===== config.mk =====
export PLATFORM = sky130hd
export DESIGN_NAME = uart_ctrl_flat
export DESIGN_NICKNAME = d
export VERILOG_FILES = /design/src/rtl/uart_pkg.sv /design/src/rtl/uart_if.sv /design/src/rtl/uart_baud_gen.sv /design/src/rtl/uart_ctrl.sv /design/src/flat_wrapper.sv
export SDC_FILE = /design/constraint.sdc
export NUM_CORES = 1
export LEC_CHECK = 0
export CAP_MARGIN = 20
export CELL_PAD_IN_SITES_DETAIL_PLACEMENT = 0
export CELL_PAD_IN_SITES_GLOBAL_PLACEMENT = 2
export CORE_AREA = 4 4 79 118
export DETAILED_ROUTE_END_ITERATION = 10
export DIE_AREA = 0 0 83 122
export PLACE_DENSITY_LB_ADDON = 0.1
export SLEW_MARGIN = 20
export SYNTH_ARGS = -nofsm -noshare
export SYNTH_HDL_FRONTEND = slang
export SYNTH_SLANG_ARGS = --single-unit
export TNS_END_PERCENT = 10

===== constraint.sdc =====
create_clock -name clk -period 2.1 [get_ports clk]
set_input_delay 0.42 -clock clk [delete_from_list [all_inputs] [get_ports clk]]
set_output_delay 0.42 -clock clk [all_outputs]
set_load 0.02 [all_outputs]

===== src/rtl/uart_pkg.sv =====
// Shared UART types: parity modes, TX/RX state encodings and the tick divider.
// DIV is clamped to 1 so the baud generator never stalls on an over-fast baud.
package uart_pkg;

  typedef enum logic [1:0] {
    PAR_NONE = 2'd0,
    PAR_ODD  = 2'd1,
    PAR_EVEN = 2'd2
  } parity_e;

  typedef enum logic [2:0] {
    TX_IDLE, TX_START, TX_DATA, TX_PARITY, TX_STOP
  } tx_state_e;

  typedef enum logic [2:0] {
    RX_IDLE, RX_START, RX_DATA, RX_PARITY, RX_STOP
  } rx_state_e;

  function automatic int uart_div(int clk_freq, int baud_rate, int oversample);
    int div = clk_freq / (baud_rate * oversample);
    return (div < 1) ? 1 : div;
  endfunction

endpackage


===== src/rtl/uart_if.sv =====
// Client-side UART bus: valid/ready TX word channel, pulsed RX word channel.
// The master is the byte-stream client; the slave is uart_ctrl.
interface uart_if #(parameter int DATA_BITS = 8);
  logic [DATA_BITS-1:0] tx_data;
  logic                 tx_valid;
  logic                 tx_ready;
  logic                 tx_done;
  logic [DATA_BITS-1:0] rx_data;
  logic                 rx_valid;
  logic                 rx_parity_err;
  logic                 rx_frame_err;

  modport master (
    output tx_data, tx_valid,
    input  tx_ready, tx_done, rx_data, rx_valid, rx_parity_err, rx_frame_err
  );

  modport slave (
    input  tx_data, tx_valid,
    output tx_ready, tx_done, rx_data, rx_valid, rx_parity_err, rx_frame_err
  );
endinterface


===== src/rtl/uart_baud_gen.sv =====
// Free-running oversample tick: one-clk pulse every DIV clocks, no backpressure.
// Counter is cleared only by reset, so TX and RX share one phase.
module uart_baud_gen #(
  parameter int DIV = 10
) (
  input  logic clk,
  input  logic rst,
  output logic tick
);
  localparam int CW = (DIV > 1) ? $clog2(DIV) : 1;
  localparam logic [CW-1:0] LAST = CW'(DIV - 1);

  logic [CW-1:0] cnt;

  assign tick = (cnt == LAST);

  always_ff @(posedge clk) begin
    if (rst || tick) cnt <= '0;
    else             cnt <= cnt + 1'b1;
  end
endmodule


===== src/rtl/uart_ctrl.sv =====
// Full-duplex UART (configurable width/parity/stop); TX word starts on first tick after accept, tx_ready low for the frame.
// RX reports at the centre of the last stop bit, no backpressure. `UART_LOOPBACK_EN adds a loopback input.
module uart_ctrl
  import uart_pkg::*;
#(
  parameter int CLK_FREQ   = 1000000,
  parameter int BAUD_RATE  = 9600,
  parameter int DATA_BITS  = 8,
  parameter int PARITY     = 0,
  parameter int STOP_BITS  = 1,
  parameter int OVERSAMPLE = 16
) (
  input  logic  clk,
  input  logic  rst,
  uart_if.slave bus,
  output logic  tx,
  input  logic  rx
`ifdef UART_LOOPBACK_EN
  ,
  input  logic  loopback
`endif
);
  localparam int              DIV      = uart_div(CLK_FREQ, BAUD_RATE, OVERSAMPLE);
  localparam int              OSW      = $clog2(OVERSAMPLE);
  localparam logic [OSW-1:0]  OS_LAST  = OSW'(OVERSAMPLE - 1);
  localparam logic [OSW-1:0]  OS_HALF  = OSW'(OVERSAMPLE / 2 - 1);
  localparam logic [3:0]      DB_LAST  = 4'(DATA_BITS - 1);
  localparam logic [3:0]      SB_LAST  = 4'(STOP_BITS - 1);
  localparam bit              PAR_EN   = (PARITY != PAR_NONE);
  localparam bit              PAR_ODDM = (PARITY == PAR_ODD);

  logic tick;
  logic tx_int, rx_src;

  uart_baud_gen #(.DIV(DIV)) u_baud (.clk(clk), .rst(rst), .tick(tick));

`ifdef UART_LOOPBACK_EN
  assign rx_src = loopback ? tx_int : rx;
  assign tx     = loopback ? 1'b1   : tx_int;
`else
  assign rx_src = rx;
  assign tx     = tx_int;
`endif

  // ---------------- transmitter ----------------
  tx_state_e            tx_state;
  logic [DATA_BITS-1:0] tx_shift;
  logic                 tx_par;
  logic [OSW-1:0]       tx_cnt;
  logic [3:0]           tx_bit;

  always_ff @(posedge clk) begin
    if (rst) begin
      tx_state     <= TX_IDLE;
      tx_int       <= 1'b1;
      tx_shift     <= '0;
      tx_par       <= 1'b0;
      tx_cnt       <= '0;
      tx_bit       <= '0;
      bus.tx_ready <= 1'b1;
      bus.tx_done  <= 1'b0;
    end else begin
      bus.tx_done <= 1'b0;
      case (tx_state)
        TX_IDLE: begin
          // tx_ready low while idle means a word is latched and waiting for tick alignment
          if (!bus.tx_ready) begin
            if (tick) begin
              tx_int   <= 1'b0;
              tx_cnt   <= '0;
              tx_state <= TX_START;
            end
          end else if (bus.tx_valid) begin
            tx_shift     <= bus.tx_data;
            tx_par       <= (^bus.tx_data) ^ PAR_ODDM;
            bus.tx_ready <= 1'b0;
          end
        end
        default: if (tick) begin
          if (tx_cnt != OS_LAST) begin
            tx_cnt <= tx_cnt + 1'b1;
          end else begin
            tx_cnt <= '0;
            case (tx_state)
              TX_START: begin
                tx_int   <= tx_shift[0];
                tx_shift <= tx_shift >> 1;
                tx_bit   <= '0;
                tx_state <= TX_DATA;
              end
              TX_DATA: begin
                if (tx_bit == DB_LAST) begin
                  tx_bit   <= '0;
                  tx_int   <= PAR_EN ? tx_par : 1'b1;
                  tx_state <= PAR_EN ? TX_PARITY : TX_STOP;
                end else begin
                  tx_int   <= tx_shift[0];
                  tx_shift <= tx_shift >> 1;
                  tx_bit   <= tx_bit + 1'b1;
                end
              end
              TX_PARITY: begin
                tx_int   <= 1'b1;
                tx_state <= TX_STOP;
              end
              default: begin
                if (tx_bit == SB_LAST) begin
                  bus.tx_done  <= 1'b1;
                  bus.tx_ready <= 1'b1;
                  tx_state     <= TX_IDLE;
                end else begin
                  tx_bit <= tx_bit + 1'b1;
                end
              end
            endcase
          end
        end
      endcase
    end
  end

  // ---------------- receiver ----------------
  logic rx_meta, rx_sync, rx_prev;

  always_ff @(posedge clk) begin
    if (rst) begin
      rx_meta <= 1'b1;
      rx_sync <= 1'b1;
      rx_prev <= 1'b1;
    end else begin
      rx_meta <= rx_src;
      rx_sync <= rx_meta;
      rx_prev <= rx_sync;
    end
  end

  rx_state_e            rx_state;
  logic [DATA_BITS-1:0] rx_shift;
  logic [OSW-1:0]       rx_cnt;
  logic [3:0]           rx_bit;
  logic                 rx_perr, rx_ferr;

  always_ff @(posedge clk) begin
    if (rst) begin
      rx_state          <= RX_IDLE;
      rx_shift          <= '0;
      rx_cnt            <= '0;
      rx_bit            <= '0;
      rx_perr           <= 1'b0;
      rx_ferr           <= 1'b0;
      bus.rx_valid      <= 1'b0;
      bus.rx_data       <= '0;
      bus.rx_parity_err <= 1'b0;
      bus.rx_frame_err  <= 1'b0;
    end else begin
      bus.rx_valid <= 1'b0;
      case (rx_state)
        // edge-triggered so a held-low line cannot restart until it has gone high again
        RX_IDLE: if (rx_prev && !rx_sync) begin
          rx_cnt   <= '0;
          rx_state <= RX_START;
        end
        RX_START: if (tick) begin
          if (rx_cnt != OS_HALF) begin
            rx_cnt <= rx_cnt + 1'b1;
          end else begin
            rx_cnt <= '0;
            if (rx_sync) begin
              rx_state <= RX_IDLE;
            end else begin
              rx_bit   <= '0;
              rx_perr  <= 1'b0;
              rx_ferr  <= 1'b0;
              rx_state <= RX_DATA;
            end
          end
        end
        default: if (tick) begin
          if (rx_cnt != OS_LAST) begin
            rx_cnt <= rx_cnt + 1'b1;
          end else begin
            rx_cnt <= '0;
            case (rx_state)
              RX_DATA: begin
                rx_shift <= {rx_sync, rx_shift[DATA_BITS-1:1]};
                if (rx_bit == DB_LAST) begin
                  rx_bit   <= '0;
                  rx_state <= PAR_EN ? RX_PARITY : RX_STOP;
                end else begin
                  rx_bit <= rx_bit + 1'b1;
                end
              end
              RX_PARITY: begin
                rx_perr  <= rx_sync ^ (^rx_shift) ^ PAR_ODDM;
                rx_state <= RX_STOP;
              end
              default: begin
                if (rx_bit == SB_LAST) begin
                  bus.rx_valid      <= 1'b1;
                  bus.rx_data       <= rx_shift;
                  bus.rx_parity_err <= rx_perr;
                  bus.rx_frame_err  <= rx_ferr | ~rx_sync;
                  rx_state          <= RX_IDLE;
                end else begin
                  rx_ferr <= rx_ferr | ~rx_sync;
                  rx_bit  <= rx_bit + 1'b1;
                end
              end
            endcase
          end
        end
      endcase
    end
  end
endmodule

===== src/flat_wrapper.sv =====
// flat-port wrapper written by rule: the top's interface ports become plain ports
module uart_ctrl_flat import uart_pkg::*;
#(
  parameter int CLK_FREQ   = 1000000,
  parameter int BAUD_RATE  = 9600,
  parameter int DATA_BITS  = 8,
  parameter int PARITY     = 0,
  parameter int STOP_BITS  = 1,
  parameter int OVERSAMPLE = 16
)
  (clk, rst, tx, rx, bus_tx_data, bus_tx_valid, bus_tx_ready, bus_tx_done, bus_rx_data, bus_rx_valid, bus_rx_parity_err, bus_rx_frame_err);
  uart_if #(.DATA_BITS(DATA_BITS)) bus_i ();
  input  logic clk;
  input  logic rst;
  output logic tx;
  input  logic rx;
  input wire logic [$bits(bus_i.tx_data)-1:0] bus_tx_data;
  input wire logic [$bits(bus_i.tx_valid)-1:0] bus_tx_valid;
  output wire logic [$bits(bus_i.tx_ready)-1:0] bus_tx_ready;
  output wire logic [$bits(bus_i.tx_done)-1:0] bus_tx_done;
  output wire logic [$bits(bus_i.rx_data)-1:0] bus_rx_data;
  output wire logic [$bits(bus_i.rx_valid)-1:0] bus_rx_valid;
  output wire logic [$bits(bus_i.rx_parity_err)-1:0] bus_rx_parity_err;
  output wire logic [$bits(bus_i.rx_frame_err)-1:0] bus_rx_frame_err;
  assign bus_i.tx_data = bus_tx_data;
  assign bus_i.tx_valid = bus_tx_valid;
  assign bus_tx_ready = bus_i.tx_ready;
  assign bus_tx_done = bus_i.tx_done;
  assign bus_rx_data = bus_i.rx_data;
  assign bus_rx_valid = bus_i.rx_valid;
  assign bus_rx_parity_err = bus_i.rx_parity_err;
  assign bus_rx_frame_err = bus_i.rx_frame_err;
  uart_ctrl #(.CLK_FREQ(CLK_FREQ), .BAUD_RATE(BAUD_RATE), .DATA_BITS(DATA_BITS), .PARITY(PARITY), .STOP_BITS(STOP_BITS), .OVERSAMPLE(OVERSAMPLE)) u_core (.clk(clk), .rst(rst), .bus(bus_i), .tx(tx), .rx(rx));
endmodule

# Yosys cells after proc, flatten, opt, wreduce, memory -nomap -nowiden
# Index checks and enable logic that the tools add are counted.
[classes]
add_sub_neg = 5
n_eq_ne = 31
mux = 76
bitwise = 11
n_reduce_logical = 35
[op_table]
columns = ["cell", "n"]
rows = [
  ["4-bit 2-to-1 mux", 19],
  ["8-bit 2-to-1 mux", 6],
  ["3-bit 2-to-1 mux", 14],
  ["1-bit 2-to-1 mux", 25],
  ["4-bit case mux with 2 select lines", 3],
  ["7-bit AND reduction", 3],
  ["2-bit inequality test (second input constant)", 9],
  ["6-bit AND reduction", 3],
  ["4-bit by 1-bit adder with 4-bit output (second input constant)", 4],
  ["8-bit case mux with 2 select lines", 1],
  ["5-bit AND reduction", 3],
  ["7-bit OR reduction", 2],
  ["3-bit by 2-bit == test with 1-bit output (second input constant)", 4],
  ["3-bit inequality test (second input constant)", 4],
  ["3-bit case mux with 2 select lines", 2],
  ["4-bit case mux with 3 select lines", 1],
  ["2-bit nonzero test", 5],
  ["5-bit nonzero test", 2],
  ["1-bit NOT", 9],
  ["3-bit case mux with 3 select lines", 1],
  ["4-bit by 3-bit == test with 1-bit output (second input constant)", 2],
  ["4-bit zero test", 2],
  ["2-bit by 1-bit inequality test with 1-bit output (second input constant)", 4],
  ["4-bit by 3-bit inequality test with 1-bit output (second input constant)", 2],
  ["21 further kinds", 28],
]
[word_totals]
register_bits = 60
in_bits = 12
out_inout_bits = 14

# Logic depth before layout (Yosys ltp)
# Gate-level depths: netlist (run 1).
[depth]
depth_word = 7
depth_mapped = 9
mapped_depth_nobuf = 7

# Modules after synthesis
# A second synthesis (run 1) with hierarchy kept.
[unflattened]
cells_unflattened = 350
hier_area_um2 = 2979.1
[by_module_without_submodules]
columns = ["mod", "n_inst", "cells_per_inst", "area_each_um2", "seq_area_each_um2"]
rows = [
  ["uart_ctrl", 1, 337, 2849.0, 1141.1],
  ["uart_baud_gen", 1, 13, 130.1, 60.1],
]

# Worst setup path after synthesis (run 1)
# No wires, ideal clock.
[synth_timing]
kind = "register to register"
start = "register u_core.u_baud.cnt[1]"
end = "register u_core.bus.rx_data[6]"
setup_ns = 0.128
arrival_time_ns = 1.669
t_required_ns = 1.972
slack_ns = 0.303
path_stages_with_launch = 10
n_path_buf = 2
path_cell_list = "dfxtp_1 inv_1 ha_1 and4_1 and2_1 clkbuf_1 nand3_1 buf_2 mux2i_1 nor2_1"
[synth_via]
elab_chain_len = 2
[synth_lines]
columns = ["item", "line", "rtl"]
rows = [
  ["from (decl)", "uart_baud_gen.sv:13", "logic [CW-1:0] cnt;"],
  ["from (signal assigned)", "uart_baud_gen.sv:19", "else cnt <= cnt + 1'b1;"],
  ["3-bit == test", "uart_baud_gen.sv:15", "assign tick = (cnt == LAST);"],
  ["5-bit AND reduction (no line)", "n/a", ""],
  ["to (signal assigned)", "uart_ctrl.sv:200", "bus.rx_data <= rx_shift;"],
  ["to (decl)", "uart_if.sv:20", "output tx_ready, tx_done, rx_data, rx_valid, rx_parity_err, rx_frame_err"],
]
# No other way between the ends.
# A chain may end at the register's enable or synchronous reset.

# Worst setup path after layout (run 1)
[layout_timing]
start = "register u_core.rx_state[0]"
end = "register u_core.rx_bit[0]"
[layout_via]
elab_chain_len = 5
word_cells_on_any_way = 15
[layout_lines]
columns = ["item", "line", "rtl"]
rows = [
  ["from (decl)", "uart_ctrl.sv:137", "rx_state_e rx_state;"],
  ["from (signal assigned)", "uart_ctrl.sv:188", "rx_state <= PAR_EN ? RX_PARITY : RX_STOP;"],
  ["3-bit by 2-bit == test with 1-bit output", "uart_ctrl.sv:183", "case (rx_state)"],
  ["4-bit case mux with 2 select lines", "uart_ctrl.sv:183", ""],
  ["4-bit 2-to-1 mux", "uart_ctrl.sv:179", "if (rx_cnt != OS_LAST) begin"],
  ["4-bit 2-to-1 mux", "uart_ctrl.sv:178", "default: if (tick) begin"],
  ["4-bit case mux with 2 select lines", "uart_ctrl.sv:157", "case (rx_state)"],
  ["to (signal assigned)", "uart_ctrl.sv:190", "rx_bit <= rx_bit + 1'b1;"],
  ["to (signal assigned)", "uart_ctrl.sv:206", "rx_bit <= rx_bit + 1'b1;"],
  ["to (decl)", "uart_ctrl.sv:140", "logic [3:0] rx_bit;"],
]
# Parallel ways exist; a longest one is shown, timed or not. The select of a mux whose other input is x is not followed.

==> run_results.csv, run 1 <==
group,metric,value,unit
drt,first_pass_iters,4,
floorplanning,core_area,8310,um2
drt,final_antenna_net_count,0,
floorplanning,die_width,83,um
placed_design,io_buffers,25,
clock_tree,cts_hold_repair.buffers,0,
drt,via_count,2388,
final_layout,nNetsFinal,380,
power,vdd_ir_drop_max,0.000396,V
grt,grt_pass1_vias,2500,
clock_tree,worst_skew_pair.late_latency,0.33,ns
worst_hold_path,min_path_type,"flip-flop to flip-flop",
synth,synth_top_cell_area_share,41.9,%
power,p_leak,1.47,nW
synth,ys_seq_area_share,41.9,%
synth,async_flop_share,0,%
synth,ys_ff_latch,60,
sta,setup_violations,0,
synth,synth-edff-count,0,
grt,antenna_found_initial,0,
clock_tree,cts_resized,0,
critical_path,start_kind,"flip-flop",
critical_path,cp.arrival,2.18,ns
clock_tree,cts_setup_buffers,0,
final_layout,drive_gt1_share,11.5,%
floorplanning,start_util,34.5,%
sta,min_period,1.92,ns
floorplanning,rows,41,
sta,finalCritPeriodShare,91.5,%
final_layout,final_util,43.9,%
clock_tree,cts_buffer_depth,2,
floorplanning,io_pins,26,
synth,yosysWarnings,0,
synth,synth_nets,344,
synth,synth_top_family_by_area,"simple AND/OR/NAND/NOR gates",
sta,skew,0.00556,ns
drt,post_drt_wl_per_cell,14.1,um
sta,slew_headroom,56.9,%
synth,synth_xor_area_share,3.67,%
placed_design,place_congestion,0.762,
synth,synth_area_leader_cell,"dfxtp_1",
clock_tree,htree_num_levels,3,
sta,slew_viol_final,0,
clock_tree,clock-sinks,60,
job,cap_violations,0,
synth,synth.avg_cell_area,8.85,um2
drt,vias_per_cell,5.06,
status,outcome,"completed",
synth,synth_compound_area_share,15.3,%
critical_path,crit_fanout,11,
power,cellPowerDensity,835,nW/um2
synth,synth.top_cells.by_count,"dfxtp_1, nor2_1, nand2_1, mux2i_1, a21oi_1",
critical_path,worstSetupEndpointType,"flip-flop",
worst_hold_path,whs_path_depth,1,
synth,ys.flop_type,"dfxtp_1",
grt,grt_overflow,0,
synth,ys_top_cells_by_area,"dfxtp_1, mux2i_1, nor2_1",
drt,drc,0,
drt,wirelength,6660,um
floorplanning,dieHeight,122,um
synth,syn-cell-area,2870,um2
clock_tree,cts_tree,"built",
drt,drt_iter0_drc,74,
final_layout,syn2layout_area_growth,27.4,%
synth,synthCells,324,
synth,synthAdderAreaFrac,3.49,%
sta,rsz0062_at_grt,"false",
grt,grt_usage,14.3,%
sta,tns,0,ns
synth,synth_most_common_cell,"dfxtp_1",
floorplanning,die_area,10100,um2
synth,yosys.area_share.simple,24.3,%
final_layout,n_antenna_cell,0,
sta,fmax,521,MHz
synth,yosys.cell_types.count,51,
critical_path,path_class,"flip-flop to flip-flop",
grt,grt_pass1_wl,11600,um
clock_tree,clk_pin_slew,0.05,ns
final_layout,fillers,869,
sta,hold_viol,0,
clock_tree,cts_buffers,9,
placed_design,dp_hpwl,4750,um
critical_path,r2r_cells,5,
grt,grt_max_degree,19,
sta,worstMarginPinSlew,0.638,ns
synth,synthMuxAreaShare,6.98,%
clock_tree,root_buffer,"clkbuf_16",
critical_path,critPathRequiredTime,2.36,ns
[registers in the layout, indices dropped and copies added (netlist names), 3 cells and up]
name and count:
u_core.tx_cnt 4, u_core.rx_cnt 4, u_core.rx_state 3, u_core.tx_shift 8, u_core.rx_bit 4, u_core.tx_state 3
u_core.bus.rx_data 8, u_core.u_baud.cnt 3, u_core.tx_bit 4, u_core.rx_shift 8
[logic make-up after synthesis]
logic type	after synthesis
buf+inv	29
xor+xnor	12
compound gates	61
simple gates	134
flops	60
fa+ha+maj	8
mux	20
[metal layers]
metal	up-vias	wire length [um]	global-route usage [%]
met5	-	0	0
met4	0	123	7.67
met3	13	178	3.18
met2	28	3490	25.3
met1	1120	2860	15.8
li1	1227	-	-
[cells in the final DEF (no fill, tap or decap), types with 3 or more instances in the layout]
master,n
inv_1,10
a21oi_1,17
nand3b_1,5
buf_4,19
and2_1,3
clkbuf_16,9
nand3_1,12
clkdlybuf4s50_1,24
mux2i_1,20
nand2b_1,8
nor2_1,40
ha_1,8
o211ai_1,6
a211oi_1,3
bufinv_16,3
nor3_1,8
a311oi_1,8
xor2_1,4
nand2_1,27
dfxtp_1,60
o21ai_0,10
nor2b_1,5
xnor2_1,8
nand4_1,3
nor3b_1,7
[area by class of cell]
type / count / area [um2] / share of cell area, %
Clock inverter: 4 / 95.1 / 2.60
Tap cell: 107 / 134 / 3.67
Timing Repair Buffer: 44 / 388 / 10.6
Sequential cell: 60 / 1200 / 32.9
Multi-Input combinational cell: 235 / 1540 / 42.2
Inverter: 10 / 37.5 / 1.03
Clock buffer: 12 / 256 / 7.03
[worst max-delay path, stage by stage, from the launching register on]
cell	delay (ns)
dfxtp_1	0.54
or4b_1	0.47
a21oi_1	0.14
o21a_2	0.21
or3b_1	0.35
a21oi_1	0.13
[final timing paths]
check	from	endpoint	slack, ns
hold reg to reg	u_core.rx_meta	u_core.rx_sync	0.41
hold / removal	u_core.rx_meta	u_core.rx_sync	0.41
setup reg to reg	u_core.rx_state[0]	u_core.rx_bit[0]	0.18
setup / recovery	u_core.rx_state[0]	u_core.rx_bit[0]	0.18
[stage by stage]
stage                     power, mW  area [um2]  cells  setup slack (ns)  hold WS [ns]
final                          3.05        3650    472             0.179         0.411
after global routing           3.18        3650    472            0.0335         0.425
after CTS                      3.10        3650    472             0.182         0.416
after detailed placement       1.34        3300    456             0.186         0.398
after global placement         1.34        3300    456             0.196         0.400
after floorplan                1.29        2870    324             0.303         0.389
[power by group]
| group | switching [mW] | leakage [nW] | internal [mW] | total (mW) |
|---|---|---|---|---|
| clock | 0.508 | 0.173 | 1.22 | 1.73 |
| sequential | 0.0213 | 0.487 | 1.16 | 1.19 |
| combinational | 0.0707 | 0.813 | 0.0634 | 0.134 |
Power figures use the tool's default switching activity.
==> run 2, diff against run 1 <==
- CORE_AREA: 4 4 79 118 -> 2 2 77 116
- DIE_AREA: 0 0 83 122 -> 0 0 79 118
==> run_results.csv, run 2 (synthesis results as in run 1) <==
group,metric,value,unit
critical_path,cp_num_buf_inv,0,
drt,drt_iter0_drc,62,
power,cellPowerDensity,733,nW/um2
critical_path,path_class,"flip-flop to flip-flop",
sta,min_period,1.93,ns
critical_path,start_kind,"flip-flop",
final_layout,final_common_cell,"dfxtp_1",
power,p_leak,1.43,nW
final_layout,final_cells,472,
sta,slew_headroom,60.9,%
floorplanning,rows,41,
drt,post_drt_wl_per_cell,14.1,um
status,outcome,"completed",
final_layout,syn2layout_area_growth,24.6,%
power,internal-power,2.01,mW
final_layout,multi_input_area,1550,um2
critical_path,crit_fanout,11,
critical_path,path_cells,"or4b_1 -> a21oi_1 -> o21a_2 -> or3b_1 -> a21oi_1",
grt,grt_usage,16.0,%
grt,grt_max_degree,35,
sta,hold_slack,0.412,ns
critical_path,cp.arrival,2.19,ns
sta,rsz0062_at_grt,"false",
floorplanning,io_pins,26,
critical_path,critPathRequiredTime,2.36,ns
placed_design,dp_hpwl,4790,um
final_layout,mostFrequentLayoutCells,"dfxtp_1, nor2_1, nand2_1, clkdlybuf4s50_1",
clock_tree,cts_tree,"built",
grt,grt_pass1_wl,11700,um
sta,finalCritPeriodShare,91.7,%
floorplanning,die_area,9320,um2
drt,first_pass_iters,4,
drt,final_antenna_net_count,0,
clock_tree,cts_hold_repair.buffers,0,
floorplanning,dieHeight,118,um
placed_design,io_buffers,25,
placed_design,dp.cells,455,
drt,vias_per_cell,5.04,
floorplanning,core_area,8310,um2
power,p_switching,0.607,mW
power,sw_frac_of_total,23.2,%
worst_hold_path,min_path_type,"flip-flop to flip-flop",
final_layout,fillers,879,
sta,worstMarginPinSlew,0.578,ns
drt,drc,0,
sta,fmax,519,MHz
power,power_frac_seq,45.3,%
critical_path,worstSetupEndpointType,"flip-flop",
power,vdd_ir_drop_max,0.000377,V
grt,grt_pass1_vias,2396,
clock_tree,clock-sinks,60,
final_layout,n_antenna_cell,0,
critical_path,cpPeakStageDelay,0.51,ns
critical_path,critPathTopFamily,"simple AND/OR/NAND/NOR gates",
grt,antenna_found_initial,0,
power,pwr-share-clk,49.6,%
sta,skew,0.00410,ns
clock_tree,cts_buffer_depth,2,
clock_tree,cts_buffers,9,
final_layout,seq_area,1200,um2
job,cap_violations,0,
drt,via_count,2381,
clock_tree,root_buffer,"clkbuf_16",
floorplanning,start_util,34.5,%
sta,slew_viol_final,0,
placed_design,place_congestion,0.784,
drt,wirelength,6650,um
power,combPwrFrac,5.1,%
sta,tns,0,ns
grt,grt_overflow,0,
final_layout,drive_gt1_share,12.1,%
floorplanning,die_width,79,um
clock_tree,clk_pin_slew,0.05,ns
clock_tree,htree_num_levels,3,
sta,hold_viol,0,
final_layout,reg.largest.list,"u_core.bus.rx_data: 8 flops, u_core.rx_shift: 8 flops, u_core.tx_shift: 8 flops",
critical_path,r2r_slack,0.17,ns
sta,setup_violations,0,
clock_tree,worst_skew_pair.late_latency,0.33,ns
critical_path,cp_common_cell,"a21oi_1",
critical_path,critPathSlowestCell,"dfxtp_1",
critical_path,cp-startpoint,"u_core.rx_state[0]",
final_layout,nNetsFinal,381,
critical_path,rr_startpoint,"u_core.rx_state[0]",
worst_hold_path,hp-start,"u_core.rx_meta",
run 2: cell types whose count changed in the layout (fill, tap and decap cells not counted), sizes merged:
cell      change
buf           +1
bufinv        -3
clkbuf        -2
clkinv        +2
clkinvlp      +2
run 2: area by class of cell:
type,count,area share (%)
multi-input combinational,235,43.3
clock inverter,5,0.841
sequential,60,33.6
tap,107,3.75
timing repair buffer,45,11.1
inverter,10,1.05
clock buffer,10,6.41
run 2: metrics by stage:
step           util (%)  worst slack, ns  total power [mW]  cell area (um2)
2_1_floorplan         -            0.303              1.29             2870
3_3_place_gp       39.6            0.186              1.34             3290
3_5_place_dp       39.6            0.183              1.35             3290
4_1_cts            42.7            0.173              2.66             3550
5_1_grt            43.0           0.0167              2.73             3570
6_report           43.0            0.175              2.62             3570
run 2: final timing paths:
kind,endpoint,cells past startpoint
setup reg to reg,u_core.rx_bit[0],5
hold / removal,u_core.rx_sync,1
hold reg to reg,u_core.rx_sync,1
setup / recovery,u_core.rx_bit[0],5
run 2: what timing repair did:
item	in CTS	in global routing
resized for setup	0	2
setup endpoints to repair	0	2
setup buffers	0	2
run 2: power groups by stage:
stage	Sequential [mW]	Combinational (mW)	Clock (mW)
floorplan	1.20	0.0899	0
global placement	1.21	0.136	0
detailed placement	1.21	0.137	0
CTS	1.18	0.138	1.33
global route	1.19	0.151	1.40
finish	1.18	0.135	1.30
run 2: per-layer routing:
metal | GRT usage (%) | wire length, um | vias up
li1 | - | - | 1226
met3 | 4.37 | 151 | 9
met4 | 7.00 | 132 | 0
met5 | 0 | 0 | -
met2 | 27.8 | 3570 | 27
met1 | 17.9 | 2800 | 1119
==> RTL edit (settings of run 2) <==
`PARITY` is set to 0 in 2 places; all go to 1.
--- a/src/rtl/uart_ctrl.sv
+++ b/src/rtl/uart_ctrl.sv
@@ -7,5 +7,5 @@
   parameter int BAUD_RATE  = 9600,
   parameter int DATA_BITS  = 8,
-  parameter int PARITY     = 0,
+  parameter int PARITY     = 1,
   parameter int STOP_BITS  = 1,
   parameter int OVERSAMPLE = 16
--- a/src/flat_wrapper.sv
+++ b/src/flat_wrapper.sv
@@ -5,5 +5,5 @@
   parameter int BAUD_RATE  = 9600,
   parameter int DATA_BITS  = 8,
-  parameter int PARITY     = 0,
+  parameter int PARITY     = 1,
   parameter int STOP_BITS  = 1,
   parameter int OVERSAMPLE = 16
Check against the original RTL: same outputs for any inputs over 10 cycles, from zero or initial values and one cycle with rst high; that may be too few to reach the edited logic, so the function may still have changed.
==> RTL edit against run 2 <==
Cell area rose by 6.3%; setup slack got worse by 0.086 ns; power rose by 14%; sequential cell count rose by 1; wire length rose by 0.24%; first-iteration DRC count rose by 13%; non-clock buffer count fell by 3; area after synthesis rose by 4.9%.
==> RTL edit: results (changes against run 2) <==
clock_network:
  postCtsSetupBuffers: 0  # unchanged
  cts_buffers: 9  # unchanged
  clockRootBuffer: "clkbuf_16"  # unchanged
  cts_resized: 0  # unchanged
  clockBufferDepth: 2  # unchanged
layout:
  fill_cells: 843  # was 879
  reg_top3: "u_core.bus.rx_data (8), u_core.rx_shift (8), u_core.tx_shift (8)"  # unchanged
  fin_nets: 395  # was 381
  antennaDiodeCount: 0  # unchanged
  drive_gt1_share_pct: 12.37  # was 12.05%
placement:
  placed_area_um2: 3458  # was 3292 um^2
  gp_congestion: 0.7529  # was 0.7843
  post-dp-hpwl_um: 4680  # was 4786 um
synthesis:
  ys_seq_area_share_pct: 40.60  # was 41.90%
  ys_top_cells_by_count: "dfxtp_1 (61), nor2_1 (48), mux2i_1 (30)"  # was dfxtp_1 (60), nor2_1 (40), nand2_1 (27)
  ys.warnings.count: 0  # unchanged
  synth.net_count: 357  # was 344
  synthTopCellsByArea: "dfxtp_1 (41%), mux2i_1 (10%), nor2_1 (6.0%)"  # was dfxtp_1 (42%), mux2i_1 (7.0%), nor2_1 (5.2%)
  synth_flop_cell: "dfxtp_1"  # unchanged
  async_reset_ff_share_pct: 0  # unchanged
  yosysUniqueCellTypes: 55  # was 51
global_routing:
  grtUsageMet1_pct: 16.97  # was 17.91%
  grt-busiest-layer: "met2"  # unchanged
  grt_pass1_vias: 2414  # was 2396
  grt_use_met3_pct: 4.371  # unchanged
  grt_max_degree: 56  # was 35
  grt_usage_pct: 15.64  # was 16.01%
  grt_util_met2_pct: 27.38  # was 27.81%
  grt_pass1_wl_um: 11310  # was 11700 um
timing:
  tightestPinTransition_ns: 0.4453  # was 0.5779 ns
  finalClockSkew_ns: 0.006567  # was 0.004101 ns
detailed_routing:
  viasPerCell: 4.955  # was 5.044
  dr.pass1.iters: 4  # unchanged
  drt_wl_total_um: 6670  # was 6654 um
  drtIter0Drc: 70  # was 62
critical_path:
  cp_data_arrival_time_ns: 2.21  # was 2.19 ns
  path_max_fanout: 11  # unchanged
power_and_ir_drop:
  p_switching_w: 0.0006354  # was 0.0006065 W
  power.ir.vdd_worst_mv: 0.4960  # was 0.3773 mV
  power_leakage_nw: 1.537  # was 1.430 nW
outcome:
  outcome: "finished clean"  # unchanged
worst_hold_path:
  hold_class: "reg -> reg"  # unchanged
[RTL edit: cell type report]
cell class	instances	share of cell area, %
clock buffers	10	6.295
clock inverters	6	2.274
inverters	13	1.285
multi-input cells	248	44.30
flip-flops and latches	61	32.17
well taps	107	3.527
repair buffers	42	10.15
[RTL edit: worst paths after layout]
path / start / end / slack, ns / depth (start not counted)
setup / recovery: u_core.rx_state[2]$_SDFFE_PP0P_ / u_core.rx_state[1]$_SDFFE_PP0P_ / 0.09 / 5
hold / removal: u_core.rx_meta$_SDFF_PP1_ / u_core.rx_sync$_SDFF_PP1_ / 0.42 / 1
setup reg to reg: u_core.rx_state[2]$_SDFFE_PP0P_ / u_core.rx_state[1]$_SDFFE_PP0P_ / 0.09 / 5
hold reg to reg: u_core.rx_meta$_SDFF_PP1_ / u_core.rx_sync$_SDFF_PP1_ / 0.42 / 1
[RTL edit: metrics by stage]
step	setup slack (ns)	utilization (%)	cells
after floorplan	0.1440	-	337
after global placement	0.1191	41.61	471
after detailed placement	0.05797	41.61	471
after CTS	0.04358	45.53	487
after global routing	-0.004295	45.68	487
final	0.08890	45.68	487
[RTL edit: kinds of logic after synthesis]
| group | Yosys count | share of synthesized area, % |
|---|---|---|
| flip-flops | 61 | 40.60 |
| adder cells (fa/ha/maj) | 8 | 3.328 |
| XOR/XNOR | 16 | 5.117 |
| multiplexers | 30 | 9.983 |
| buffers and inverters | 28 | 3.910 |
| AND/OR/NAND/NOR | 143 | 24.92 |
| AO/OA/AOI/OAI | 51 | 12.15 |
[RTL edit: power by group through the flow]
stage	Sequential (W)	Combinational, W	Clock [W]
6_report	0.00120	0.000180	0.00160
2_1_floorplan	0.00122	0.000117	0
5_1_grt	0.00120	0.000201	0.00170
4_1_cts	0.00120	0.000183	0.00165
3_5_place_dp	0.00122	0.000182	0
3_3_place_gp	0.00122	0.000181	0
[RTL edit: worst max-delay path, cell delays in order (launching register included)]
cell,delay [ns]
dfxtp_1,0.58
o311a_1,0.30
a31oi_2,0.11
or4b_4,0.62
o21ai_1,0.18
o41ai_2,0.09
[RTL edit: routing by layer]
layer	vias up	share of wire (%)
met4	0	1.8
met5	-	0
met1	1116	43
li1	1254	-
met2	34	52
met3	9	2.9
